**src/rtl/alu_mul_seq.sv**
```systemverilog
// alu_mul_seq: multi-cycle unsigned 32x32->64 shift-add multiplier that
// borrows an external shared ALU for every add. The ALU add is 32 bits with
// no carry-out, so the carry of each partial-sum add is recovered by a
// second ALU pass with the unsigned set-less-than op (carry iff sum < hi).
//
// Optional build macro: ALU_MUL_ZERO_BYP_EN
//   When defined, a zero multiplicand or multiplier skips the iteration
//   and finishes in one cycle with a zero product.
module alu_mul_seq #(
  parameter logic [3:0] OP_ADD = 4'b0010,
  parameter logic [3:0] OP_SLT = 4'b0111
) (
  input  logic        clk,
  input  logic        rst,
  input  logic        start,
  input  logic [31:0] op_a,
  input  logic [31:0] op_b,
  output logic        ready,
  output logic        done,
  output logic [31:0] prod_hi,
  output logic [31:0] prod_lo,
  output logic [31:0] alu_in0,
  output logic [31:0] alu_in1,
  output logic [3:0]  alu_op,
  input  logic [31:0] alu_res
);

  typedef enum logic [1:0] {
    S_IDLE,
    S_STEP,
    S_CARRY,
    S_DONE
  } state_t;

  state_t      state, state_nxt;
  logic [31:0] mcand, mcand_nxt;
  logic [31:0] hi, hi_nxt;
  logic [31:0] lo, lo_nxt;
  logic [31:0] sum_r, sum_r_nxt;
  logic [5:0]  cnt, cnt_nxt;
  logic        last_bit;
  logic        carry;

  assign last_bit = (cnt == 6'd31);
  assign carry    = alu_res[0];
  assign prod_hi  = hi;
  assign prod_lo  = lo;

  // State and datapath registers; reset abandons any operation in flight.
  // NOTE: sequential state uses non-blocking assignments so every register
  // samples pre-edge values regardless of statement order.
  always_ff @(posedge clk or posedge rst) begin
    if (rst) begin
      state <= S_IDLE;
      mcand <= '0;
      hi    <= '0;
      lo    <= '0;
      sum_r <= '0;
      cnt   <= '0;
    end else begin
      state <= state_nxt;
      mcand <= mcand_nxt;
      hi    <= hi_nxt;
      lo    <= lo_nxt;
      sum_r <= sum_r_nxt;
      cnt   <= cnt_nxt;
    end
  end

  // Next-state, datapath update and ALU/handshake outputs.
  // NOTE: every output and next value gets a default first, so no path
  // through the case can leave one unassigned and infer a latch.
  always_comb begin
    state_nxt = state;
    mcand_nxt = mcand;
    hi_nxt    = hi;
    lo_nxt    = lo;
    sum_r_nxt = sum_r;
    cnt_nxt   = cnt;
    ready     = 1'b0;
    done      = 1'b0;
    alu_in0   = '0;
    alu_in1   = '0;
    alu_op    = OP_ADD;

    unique case (state)
      S_IDLE: begin
        ready = 1'b1;
        if (start) begin
          mcand_nxt = op_a;
          hi_nxt    = '0;
          lo_nxt    = op_b;
          cnt_nxt   = '0;
          state_nxt = S_STEP;
`ifdef ALU_MUL_ZERO_BYP_EN
          if (op_a == 32'd0 || op_b == 32'd0) begin
            lo_nxt    = '0;
            state_nxt = S_DONE;
          end
`endif
        end
      end

      S_STEP: begin
        alu_in0 = hi;
        alu_in1 = mcand;
        alu_op  = OP_ADD;
        if (lo[0]) begin
          // Hold the wrapped sum; its carry is resolved next cycle.
          sum_r_nxt = alu_res;
          state_nxt = S_CARRY;
        end else begin
          hi_nxt    = {1'b0, hi[31:1]};
          lo_nxt    = {hi[0], lo[31:1]};
          cnt_nxt   = cnt + 6'd1;
          state_nxt = last_bit ? S_DONE : S_STEP;
        end
      end

      S_CARRY: begin
        alu_in0   = sum_r;
        alu_in1   = hi;
        alu_op    = OP_SLT;
        hi_nxt    = {carry, sum_r[31:1]};
        lo_nxt    = {sum_r[0], lo[31:1]};
        cnt_nxt   = cnt + 6'd1;
        state_nxt = last_bit ? S_DONE : S_STEP;
      end

      S_DONE: begin
        done      = 1'b1;
        state_nxt = S_IDLE;
      end

      default: state_nxt = S_IDLE;
    endcase
  end

endmodule

```
**config.mk**
```make
export PLATFORM = sky130hd
export DESIGN_NAME = alu_mul_seq
export DESIGN_NICKNAME = d
export VERILOG_FILES = /design/src/rtl/alu_mul_seq.sv
export SDC_FILE = /design/constraint.sdc
export NUM_CORES = 1
export LEC_CHECK = 0
export BUFFER_PORTS_ARGS = -buffer_cell sky130_fd_sc_hd__clkbuf_2
export CAP_MARGIN = 20
export CORE_ASPECT_RATIO = 0.9
export CORE_MARGIN = 4
export CORE_UTILIZATION = 40
export DETAILED_ROUTE_END_ITERATION = 8
export GPL_TIMING_DRIVEN = 0
export MAX_ROUTING_LAYER = met4
export PLACE_DENSITY = 0.66
export SLEW_MARGIN = 10
export SYNTH_ARGS = -nofsm -noshare
export SYNTH_HDL_FRONTEND = slang
export SYNTH_SLANG_ARGS = --single-unit
```
**constraint.sdc**
```tcl
create_clock -name clk -period 5.3 [get_ports clk]
set_clock_uncertainty 0.05 [all_clocks]
set_input_delay 0.53 -clock clk [delete_from_list [all_inputs] [get_ports clk]]
set_output_delay 0.53 -clock clk [all_outputs]
set_load 0.02 [all_outputs]
```
* Yosys cells after proc, flatten, opt, wreduce, memory -nomap -nowiden *
Index checks and enable logic that the tools add are counted.

word-level totals
  flip-flop bits (word level) = 136
  bits in latches = 0
  bits in writable memories = 0
  ROM bits = 0
  input bits = 99
  output and inout bits = 134
  logic and storage cells = 38
  memories = 0

operators by class
  add/subtract/negate cells = 1
  multipliers = 0
  divide/modulo/power cells = 0
  $lt $le $gt $ge = 0
  equal/unequal tests = 6
  shift operators = 0
  mux-type cells = 18
  bitwise operators = 0
  reduce and logical (&&, ||, !) cells = 6

operators by type and width
  cell                                                              number
  32-bit case mux with 3 select lines                               2
  32-bit two-way mux                                                4
  32-bit case mux with 2 select lines                               2
  6-bit case mux with 3 select lines                                1
  6-bit two-way mux                                                 2
  2-bit case mux with 4 select lines                                1
  6-bit by 1-bit adder with 6-bit output (second input constant)    1
  6-bit by 5-bit == test with 1-bit output (second input constant)  1
  2-bit two-way mux                                                 3
  2-bit AND reduction                                               3
  2-bit == test (second input constant)                             2
  2-bit != test (second input constant)                             2
  3-bit two-way mux                                                 1
  3-bit AND reduction                                               1
  3-bit nonzero test                                                1
  2-bit by 1-bit == test with 1-bit output (second input constant)  1
  2-bit zero test                                                   1
  1-bit two-way mux                                                 2

* Longest topological paths before layout *
Gate-level depths: netlist of the first run.

  word-level depth = 4
  depth in mapped cells = 9

* Worst setup path before layout of the first run *
No wires, ideal clock.

  path kind = reg2out
  from = register state[0]
  to = output port alu_in1[10]
  arrival time = 2.020 ns
  required time = 4.720 ns
  path slack = 2.700 ns
  cell stages (with the launch flop) = 8
  buffers on the path = 3
  cell sequence = dfrtp_1 inv_1 ha_1 clkbuf_1 clkbuf_1 buf_1 a22oi_1 nor2b_1

between the ends
  longest elaborated chain between the ends = 2
  elaborated cells on any way between the ends = 3
  those cells by class = eq/ne: 2; mux: 1

ends and longest elaborated chain
  what                                                                              RTL line  RTL
  start, declared                                                                   35        state_t state, state_nxt;
  start signal, assigned                                                            61        state <= state_nxt;
  2-bit == test / 2-bit by 1-bit == test with 1-bit output (equally long branches)  86        unique case (state)
  32-bit case mux with 2 select lines (*)                                           86
  end, declared                                                                     23        output logic [31:0] alu_in1,

Mark *: on every way between the ends. The rest lies on a longest branch, timed or not.

* Worst setup path after layout of the first run *
  from = register state[0]
  to = output port alu_in1[24]

The elaborated chain is that of the path after synthesis.

==> results of run 1 <==
## per-layer routing
metal / wire length, µm / global-route usage, % / vias up
li1: - / - / 2767
met1: 9030 / 29.3 / 2896
met2: 9460 / 33.1 / 186
met3: 1360 / 6.70 / 19
met4: 306 / 5.49 / 0
met5: 0 / - / -
## registers in the layout (all words and copies together) (netlist names)
signal / cells
prod_hi: 32
prod_lo: 32
mcand: 32
cnt: 6
state: 2
sum_r: 32
## per-stage QoR
stage	setup TNS (ps)	power, mW	std cells
2_1_floorplan	0	3.53	663
5_1_grt	0	5.95	1133
3_3_place_gp	-102460	4.35	1100
3_5_place_dp	0	4.39	1101
6_report	0	5.57	1133
4_1_cts	0	5.60	1133
## how the worst min path moves through the flow
stage | startpoint | slack, ps | end
after global placement | cnt[1]$_DFFE_PP0P_ | 430 | cnt[1]$_DFFE_PP0P_
after detailed placement | cnt[1]$_DFFE_PP0P_ | 440 | cnt[1]$_DFFE_PP0P_
after floorplan | cnt[1]$_DFFE_PP0P_ | 410 | cnt[1]$_DFFE_PP0P_
final | rst | 60 | prod_hi[5]$_DFFE_PP0P_
after CTS | rst | 80 | prod_hi[5]$_DFFE_PP0P_
after global routing | rst | 90 | prod_hi[5]$_DFFE_PP0P_
## critical path: cells and delay by family (launching register included)
family	cells	cell delay [ps]
compound gates	1	150
fa+ha+maj	1	260
buf+inv	5	1550
flops	1	430
simple gates	1	180
## cell usage in the layout, fill, tap and decap left out, types with 5 or more instances in the layout
cell	n
nor2_1	62
ha_1	6
a221oi_1	30
nor2b_1	65
clkbuf_1	39
clkbuf_16	17
buf_1	8
dfrtp_1	136
o21ai_0	6
buf_4	34
nand2_1	110
buf_2	5
clkbuf_2	230
nand3_1	6
a22oi_1	63
mux2_2	64
## power by group through the flow
stage / Combinational [mW] / Clock [mW] / Sequential, mW
after floorplan: 1.67 / 0 / 1.86
after global placement: 2.61 / 0 / 1.74
after detailed placement: 2.64 / 0 / 1.75
after CTS: 2.65 / 1.22 / 1.73
after global routing: 2.87 / 1.28 / 1.79
final: 2.63 / 1.20 / 1.74
## area by class of cell
class	instances	area share (%)
timing repair buffer	231	13.5
inverter	5	0.300
sequential	136	38.9
buffer	85	5.18
tap	207	2.96
multi-input combinational	437	32.3
clock inverter	10	1.36
clock buffer	22	5.54
## cells by family (layout without fill, tap and decap cells)
family,Yosys count,in the layout,share of synthesized area [%]
compound gates,108,108,12.5
fa+ha+maj,6,6,1.12
buf+inv,90,353,7.04
flops,136,136,50.8
mux,64,64,10.8
other cells,2,2,0.112
simple gates,257,257,17.7
==> flow_metrics.py, run 1 <==
metrics = {
    "worst_setup_path": {
        "path_cells": "inv_1 > ha_1 > clkbuf_1 > clkbuf_1 > clkbuf_1 > a22oi_1 > nor2b_1 > clkbuf_2",
        "reg2regPathDepth": 9,
        "required_ps": 4720,
        "cp_slowest_cell": "clkbuf_1",
        "crit_path_start": "state[0]$_DFFE_PP0P_",
        "critPathCapture": "alu_in1[24]",
        "crit_path_frequent_cell": "clkbuf_1",
        "crit-reg2reg-launch": "state[1]$_DFFE_PP0P_",
        "r2r-end": "prod_hi[28]$_DFFE_PP0P_",
        "r2r_slack_ps": 2710,
        "crit_fanout": 10,
        "arrival_ps": 3000,
        "start_kind": "register",
        "crit_type": "reg -> out",
        "max_stage_delay_ps": 570,
        "cp-end-kind": "output pin",
    },
    "cts": {
        "cts.sinks": 136,
        "cts.clk_slew.worst_paths_ps": 60,
        "clk_path_buf_depth": 2,
        "clockRootBuffer": "clkbuf_16",
        "cts_setup_buffers": 0,
        "postCtsHoldBufs": 0,
        "cts_tree": "yes",
        "cts_made_buffers": 17,
        "cts_max_level": 4,
        "clkLatencyLatePin_ps": 430,
        "cts-resized-gates": 0,
    },
    "die": {
        "initial_core_util_pct": 41.1,
        "die_w_um": 144,
        "dieArea_um2": 18900,
        "core_um2": 16300,
        "die_height_um": 131,
        "rows": 44,
        "io_pins": 233,
    },
    "logic_synthesis": {
        "yosysTopAreaCell": "dfrtp_1",
        "synth_seq_area_share_pct": 50.8,
        "yosys_most_used_dff": "dfrtp_1",
        "syn_nets": 768,
        "synth_top_area_share_pct": 50.8,
        "synth_area_um2": 6700,
        "synth_edf_count": 0,
        "ys_types": 30,
        "ys_async_sr_fraction_pct": 100,
        "ys_top_cells_by_count": "dfrtp_1, nand2_1, nor2b_1",
        "yosys-top-cells-area": "dfrtp_1, mux2_2, a22oi_1",
        "synth_seq_cells": 136,
        "yosysMostFrequentCell": "dfrtp_1",
        "avgSynthCellArea_um2": 10.1,
        "yosysWarningCount": 0,
        "synthCells": 663,
    },
    "power_and_ir_drop": {
        "sw_frac_of_total_pct": 42.1,
        "p_sw_mw": 2.35,
        "clockPowerShare_pct": 21.6,
        "seq_power_share_pct": 31.2,
        "cellLeakagePower_nw": 4.28,
        "p_int_mw": 3.22,
        "peakVddDrop_mv": 0.332,
        "pwr-share-comb_pct": 47.2,
        "power_density_nw_per_um2": 637,
    },
    "finish": {
        "fin_nets": 1018,
        "fill_cells": 1519,
        "ff_latch_area_um2": 3400,
        "postLayoutCoreUtil_pct": 53.7,
        "n_antenna_cell": 0,
        "finalInstanceArea_um2": 8740,
        "drive_gt1_share_pct": 39.5,
        "syn_to_final_growth_pct": 30.6,
        "multi_input_area_um2": 2820,
    },
    "sta": {
        "finalHoldViolations": 0,
        "fmax_mhz": 280,
        "period_needed_ps": 3580,
        "rsz0062_at_grt": "no",
        "worstMarginPinSlew_ps": 772,
        "worst_slack_ps": 1720,
        "fin_crit_sh_pct": 67.5,
        "drv_slew": 0,
        "finalSetupViolCount": 0,
        "hold-worst-slack_ps": 63.2,
        "slew_headroom_pct": 48.6,
    },
    "route": {
        "drt-vias-per-instance": 5.18,
        "num_vias": 5868,
        "ant_nets": 0,
        "first_iter_violations": 322,
        "route.detailed.drc": 0,
        "first_pass_iters": 5,
        "routed_wirelength_um": 20200,
        "post_drt_wl_per_cell_um": 17.8,
    },
    "global_routing": {
        "grt_max_degree": 84,
        "gr-usage-all-layers_pct": 22.0,
        "antenna_found_initial": 0,
        "grt_first_pass_wirelength_um": 31200,
        "grt_pass1_vias": 5836,
        "global_route.overflow_total": 0,
    },
    "run_status": {
        "status": "complete, no violations",
    },
    "placement": {
        "dp.final_hpwl_um": 14700,
        "dp_slack_ps": 2200,
        "gp_congestion": 0.817,
        "portBuffers": 230,
        "dpl_cell_area_um2": 8140,
    },
    "run": {
        "drv_cap": 0,
    },
    "worst_hold_path": {
        "hold_path.class": "in -> async",
    },
}
No activity file was read; power rests on OpenSTA's default activity.
==> run 2, diff against run 1 <==
--- a/config.mk
+++ b/config.mk
@@ -5,6 +5,7 @@
 export SDC_FILE = /design/constraint.sdc
 export NUM_CORES = 1
 export LEC_CHECK = 0
+export ABC_AREA = 1
 export BUFFER_PORTS_ARGS = -buffer_cell sky130_fd_sc_hd__clkbuf_2
 export CAP_MARGIN = 20
 export CORE_ASPECT_RATIO = 0.9
==> constraint.sdc (replaced) <==
create_clock -name clk -period 3.7 [get_ports clk]
set_clock_uncertainty 0.05 [all_clocks]
set_input_delay 0.37 -clock clk [delete_from_list [all_inputs] [get_ports clk]]
set_output_delay 0.37 -clock clk [all_outputs]
set_load 0.02 [all_outputs]
==> run 2 against run 1 <==
Clock power is 36% higher; non-clock buffer count is 9 higher; hold slack better by 28 ps; largest power group unchanged; routed wire length is 8.3% higher; largest cell class unchanged; critical endpoint is now alu_in1[25]; register-to-register slack worse by 1100 ps; power is 46% higher; combinational power is 55% higher.
==> flow_metrics.py, run 2 <==
metrics = {
    "finish": {
        "n_antenna_cell": 0,
        "postLayoutCoreUtil_pct": 53.3,
        "fill_cells": 1714,
        "drive_gt1_share_pct": 32.9,
        "fin_nets": 1262,
        "final_common_cell": "nand2_1",
        "layout_common_cells": "nand2_1, clkbuf_2, dfrtp_1",
        "syn_to_final_growth_pct": 30.3,
        "multi_input_area_um2": 2960,
        "ff_latch_area_um2": 3400,
    },
    "sta": {
        "rsz0062_at_grt": "no",
        "fmax_mhz": 345,
        "period_needed_ps": 2900,
        "fin_crit_sh_pct": 78.4,
        "worstMarginPinSlew_ps": 507,
        "slew_headroom_pct": 66.1,
        "finalHoldViolations": 0,
        "fin_tns_setup_ps": 0,
        "drv_slew": 0,
        "finalSetupViolCount": 0,
    },
    "power_and_ir_drop": {
        "p_total_mw": 8.14,
        "cellLeakagePower_nw": 5.03,
        "power_density_nw_per_um2": 897,
        "peakVddDrop_mv": 0.428,
    },
    "die": {
        "core_um2": 17000,
        "rows": 45,
        "dieArea_um2": 19600,
        "die_w_um": 147,
        "die_height_um": 133,
        "io_pins": 233,
        "initial_core_util_pct": 41.0,
    },
    "cts": {
        "cts.clk_slew.worst_paths_ps": 60,
        "cts_setup_buffers": 0,
        "cts_max_level": 4,
        "cts_tree": "yes",
        "cts_made_buffers": 17,
        "clk_path_buf_depth": 2,
        "clockRootBuffer": "clkbuf_16",
        "clkLatencyLatePin_ps": 430,
        "cts-resized-gates": 0,
        "cts.sinks": 136,
    },
    "placement": {
        "portBuffers": 230,
        "dp.final_hpwl_um": 16400,
        "gp_congestion": 0.834,
    },
    "logic_synthesis": {
        "avgSynthCellArea_um2": 7.71,
        "synth_top_area_share_pct": 48.9,
        "yosysMostFrequentCell": "nand2_1",
        "ys_types": 27,
        "ys_async_sr_fraction_pct": 100,
        "synth_seq_cells": 136,
        "yosys-top-cells-area": "dfrtp_1, nand2_1, mux2_2",
        "ys_top_cells_by_count": "nand2_1, dfrtp_1, a21oi_1",
        "syn_nets": 1008,
        "synthCells": 903,
        "yosys_most_used_dff": "dfrtp_1",
        "yosysTopAreaCell": "dfrtp_1",
        "synth_area_um2": 6960,
        "synth_seq_area_share_pct": 48.9,
        "synth_edf_count": 0,
        "yosysWarningCount": 0,
    },
    "run_status": {
        "status": "complete, no violations",
    },
    "worst_setup_path": {
        "r2r_slack_ps": 1650,
        "crit-reg2reg-launch": "state[0]$_DFFE_PP0P_",
        "r2r-end": "prod_lo[31]$_DFFE_PP0P_",
        "arrival_ps": 2480,
        "start_kind": "register",
        "crit_type": "reg -> out",
        "cp-end-kind": "output pin",
        "crit_fanout": 10,
        "required_ps": 3280,
        "reg2regPathDepth": 8,
    },
    "worst_hold_path": {
        "hold_path.class": "in -> reg",
        "min_to": "sum_r[31]$_DFFE_PP0P_",
        "whs_path_depth": 3,
        "min-delay-start": "alu_res[31]",
    },
    "run": {
        "drv_cap": 0,
    },
    "route": {
        "post_drt_wl_per_cell_um": 15.5,
        "num_vias": 6643,
        "ant_nets": 0,
        "routed_wirelength_um": 21800,
        "first_pass_iters": 5,
        "first_iter_violations": 412,
        "route.detailed.drc": 0,
        "drt-vias-per-instance": 4.73,
    },
    "global_routing": {
        "global_route.overflow_total": 0,
        "antenna_found_initial": 0,
        "gr-usage-all-layers_pct": 23.1,
        "grt_pass1_vias": 6472,
        "grt_first_pass_wirelength_um": 34700,
        "grt_max_degree": 36,
    },
}
[run 2: cell types whose count changed after synthesis, sizes merged, moves of 36 or more]
cell and change:
nand3 +36, nand2 +384, nor2b -65, nor2 -55, a21oi +65, a22oi -63
[run 2: critical path: stages, from the launching register on]
cell and delay [ps]:
dfrtp_1 420, inv_1 130, ha_1 250, clkbuf_2 180
buf_2 270, buf_2 310, nand2_1 80, a21oi_1 200
clkbuf_2 210
[run 2: logic make-up after synthesis]
| family | synth area share [%] |
|---|---|
| AND/OR/NAND/NOR | 30.7 |
| flip-flops | 48.9 |
| buffers and inverters | 8.62 |
| AO/OA/AOI/OAI | 5.43 |
| multiplexers | 5.17 |
| adder cells (fa/ha/maj) | 1.08 |
| other | 0.108 |
[run 2: worst max-delay path by stage]
stage,start,end,slack (ps),cells after the start
final,state[0]$_DFFE_PP0P_,alu_in1[25],800,8
after global routing,state[0]$_DFFE_PP0P_,alu_in1[25],660,8
after CTS,state[0]$_DFFE_PP0P_,alu_in1[25],820,8
after detailed placement,state[0]$_DFFE_PP0P_,alu_in1[2],1280,8
after global placement,rst,mcand[27]$_DFFE_PP0P_,570,2
after floorplan,state[0]$_DFFE_PP0P_,alu_in1[29],1530,7
[run 2: report_power, final]
part | leakage, nW | internal, mW | switching, mW
registers | 1.73 | 2.06 | 0.380
clock network | 0.281 | 0.971 | 0.655
logic | 3.01 | 1.30 | 2.77
[run 2: metrics by stage]
stage	instances	setup slack, ps	hold slack [ps]	instance area (µm²)
5_1_grt	1405	664	84.2	9070
4_1_cts	1405	821	73.7	9070
3_3_place_gp	1368	569	413	8410
2_1_floorplan	903	1530	399	6970
3_5_place_dp	1372	1280	380	8490
6_report	1405	801	91.0	9070
[run 2: repair_timing]
action,4_1_cts,5_1_grt
endpoints found under the hold margin,16,0
endpoints found under the setup margin,0,0
hold buffers,1,0
[run 2: layout make-up]
| class | count | area share (%) |
|---|---|---|
| Multi-Input combinational cell | 663 | 32.6 |
| Sequential cell | 136 | 37.5 |
| Buffer | 90 | 6.04 |
| Clock buffer | 20 | 5.14 |
| Clock inverter | 12 | 1.12 |
| Tap cell | 235 | 3.24 |
| Inverter | 14 | 0.621 |
| Timing Repair Buffer | 235 | 13.7 |
[run 2: per-layer routing]
| layer | GRT usage (%) | up-vias | wire (µm) |
|---|---|---|---|
| met5 | - | - | 0 |
| met4 | 6.63 | 0 | 269 |
| li1 | - | 3298 | - |
| met2 | 35.2 | 233 | 10000 |
| met3 | 6.02 | 21 | 1700 |
| met1 | 30.6 | 3091 | 9850 |
==> run 3, diff against run 2 <==
==> constraint.sdc (replaced) <==
create_clock -name clk -period 2.8 [get_ports clk]
set_clock_uncertainty 0.05 [all_clocks]
set_input_delay 0.28 -clock clk [delete_from_list [all_inputs] [get_ports clk]]
set_output_delay 0.28 -clock clk [all_outputs]
set_load 0.02 [all_outputs]
==> run 3 against run 2 <==
Clock-buffer cell count unchanged; final area up 2.1%; routed wire length is 0.24% higher; sequential share of layout area is 0.77 points lower; final cell count grew 1.1%; non-clock buffer count increased by 16; register-to-register slack got worse by 860 ps; largest cell class unchanged; highest routed layer unchanged.
==> flow_metrics.py, run 3 (synthesis results as in run 2) <==
metrics = {
    "run_status": {
        "status": "complete, no violations",
    },
    "route": {
        "first_pass_iters": 5,
        "drt-vias-per-instance": 4.70,
        "num_vias": 6677,
        "first_iter_violations": 376,
        "ant_nets": 0,
        "route.detailed.drc": 0,
        "routed_wirelength_um": 21900,
        "post_drt_wl_per_cell_um": 15.4,
    },
    "sta": {
        "fin_crit_sh_pct": 96.6,
        "fin_tns_setup_ps": 0,
        "slew_headroom_pct": 65.6,
        "hold-worst-slack_ps": 18.4,
        "fmax_mhz": 370,
        "drv_slew": 0,
        "rsz0062_at_grt": "yes",
        "worstMarginPinSlew_ps": 515,
        "finalHoldViolations": 0,
        "finalSetupViolCount": 0,
        "period_needed_ps": 2710,
    },
    "finish": {
        "n_antenna_cell": 0,
        "final_common_cell": "nand2_1",
        "syn_to_final_growth_pct": 33.0,
        "drive_gt1_share_pct": 32.7,
        "fin_nets": 1278,
        "finalInstanceArea_um2": 9260,
        "layout.cells.non_filler": 1421,
        "layout_common_cells": "nand2_1, clkbuf_2, dfrtp_1",
    },
    "die": {
        "die_height_um": 133,
        "die_w_um": 147,
        "dieArea_um2": 19600,
        "initial_core_util_pct": 41.0,
        "core_um2": 17000,
        "rows": 45,
        "io_pins": 233,
    },
    "cts": {
        "clk_path_buf_depth": 2,
        "cts.clk_slew.worst_paths_ps": 60,
        "cts_max_level": 4,
        "clockRootBuffer": "clkbuf_16",
        "clkLatencyLatePin_ps": 420,
        "cts.sinks": 136,
        "cts_tree": "yes",
        "cts_made_buffers": 17,
    },
    "worst_setup_path": {
        "r2r-end": "prod_lo[3]$_DFFE_PP0P_",
        "crit-reg2reg-launch": "state[1]$_DFFE_PP0P_",
        "cp-end-kind": "output pin",
        "reg2regPathDepth": 9,
        "start_kind": "register",
        "arrival_ps": 2380,
        "crit_fanout": 10,
        "crit_type": "reg -> out",
        "required_ps": 2470,
        "r2r_slack_ps": 790,
    },
    "placement": {
        "portBuffers": 230,
        "gp_congestion": 0.834,
        "dpl_cell_area_um2": 8490,
        "dp.final_hpwl_um": 16400,
        "post-place-cells": 1372,
    },
    "worst_hold_path": {
        "whs_path_depth": 3,
        "min-delay-start": "alu_res[17]",
        "hold_path.class": "in -> reg",
        "min_to": "sum_r[17]$_DFFE_PP0P_",
    },
    "global_routing": {
        "antenna_found_initial": 0,
        "grt_pass1_vias": 6538,
        "grt_max_degree": 36,
        "global_route.overflow_total": 0,
        "gr-usage-all-layers_pct": 23.2,
        "grt_first_pass_wirelength_um": 34900,
    },
    "power_and_ir_drop": {
        "cellLeakagePower_nw": 5.10,
        "power_density_nw_per_um2": 1170,
        "p_total_mw": 10.8,
        "peakVddDrop_mv": 0.567,
    },
    "run": {
        "drv_cap": 0,
    },
}
-- run 3: per-stage QoR --
| stage | utilization, % | setup slack (ps) |
|---|---|---|
| final | 54.5 | 94.2 |
| after global routing | 54.5 | -10.3 |
| after CTS | 54.2 | 10.9 |
| after detailed placement | 49.9 | 471 |
| after global placement | 49.5 | -241 |
| after floorplan | - | 716 |
-- run 3: critical path: stages, from the launching register on --
cell and delay, ps:
dfrtp_1 400, inv_1 100, ha_1 280, clkbuf_4 200
inv_2 120, clkbuf_4 220, clkbuf_4 230, a21oi_1 200
clkbuf_2 210
-- run 3: worst max-delay path by stage --
stage                                    start               endpoint  slack [ps]  depth (start not counted)
final                     state[0]$_DFFE_PP0P_             alu_in1[2]          90                          8
after global routing      state[0]$_DFFE_PP0P_             alu_in1[2]         -10                          8
after CTS                 state[0]$_DFFE_PP0P_            alu_in1[25]          10                          8
after detailed placement  state[0]$_DFFE_PP0P_             alu_in1[2]         470                          8
after global placement                     rst  mcand[27]$_DFFE_PP0P_        -240                          2
after floorplan           state[0]$_DFFE_PP0P_            alu_in1[29]         720                          7
-- run 3: metal layers --
layer | up-vias | routed length, µm | track usage, %
li1 | 3330 | - | -
met1 | 3086 | 9930 | 30.7
met2 | 245 | 10100 | 35.6
met3 | 16 | 1620 | 5.85
met4 | 0 | 204 | 6.63
met5 | - | 0 | -
-- run 3: report_power, final --
group / leakage (nW) / switching [mW] / internal, mW / total (mW)
combinational: 3.08 / 3.67 / 1.78 / 5.45
clock: 0.281 / 0.860 / 1.28 / 2.14
sequential: 1.73 / 0.500 / 2.72 / 3.22
-- run 3: timing repair --
action,CTS,global route
gates resized for setup,0,13
endpoints found under the hold margin,31,0
setup endpoints to repair,0,35
hold buffers,16,0
buffers inserted,0,1
-- run 3: cell type report --
cell class	count	area [µm²]
buffer	90	573
inverter	14	56.3
sequential	136	3400
clock inverter	12	101
tap	235	294
clock buffer	20	467
timing repair buffer	251	1400
fill	1702	7740
multi-input combinational	663	2970
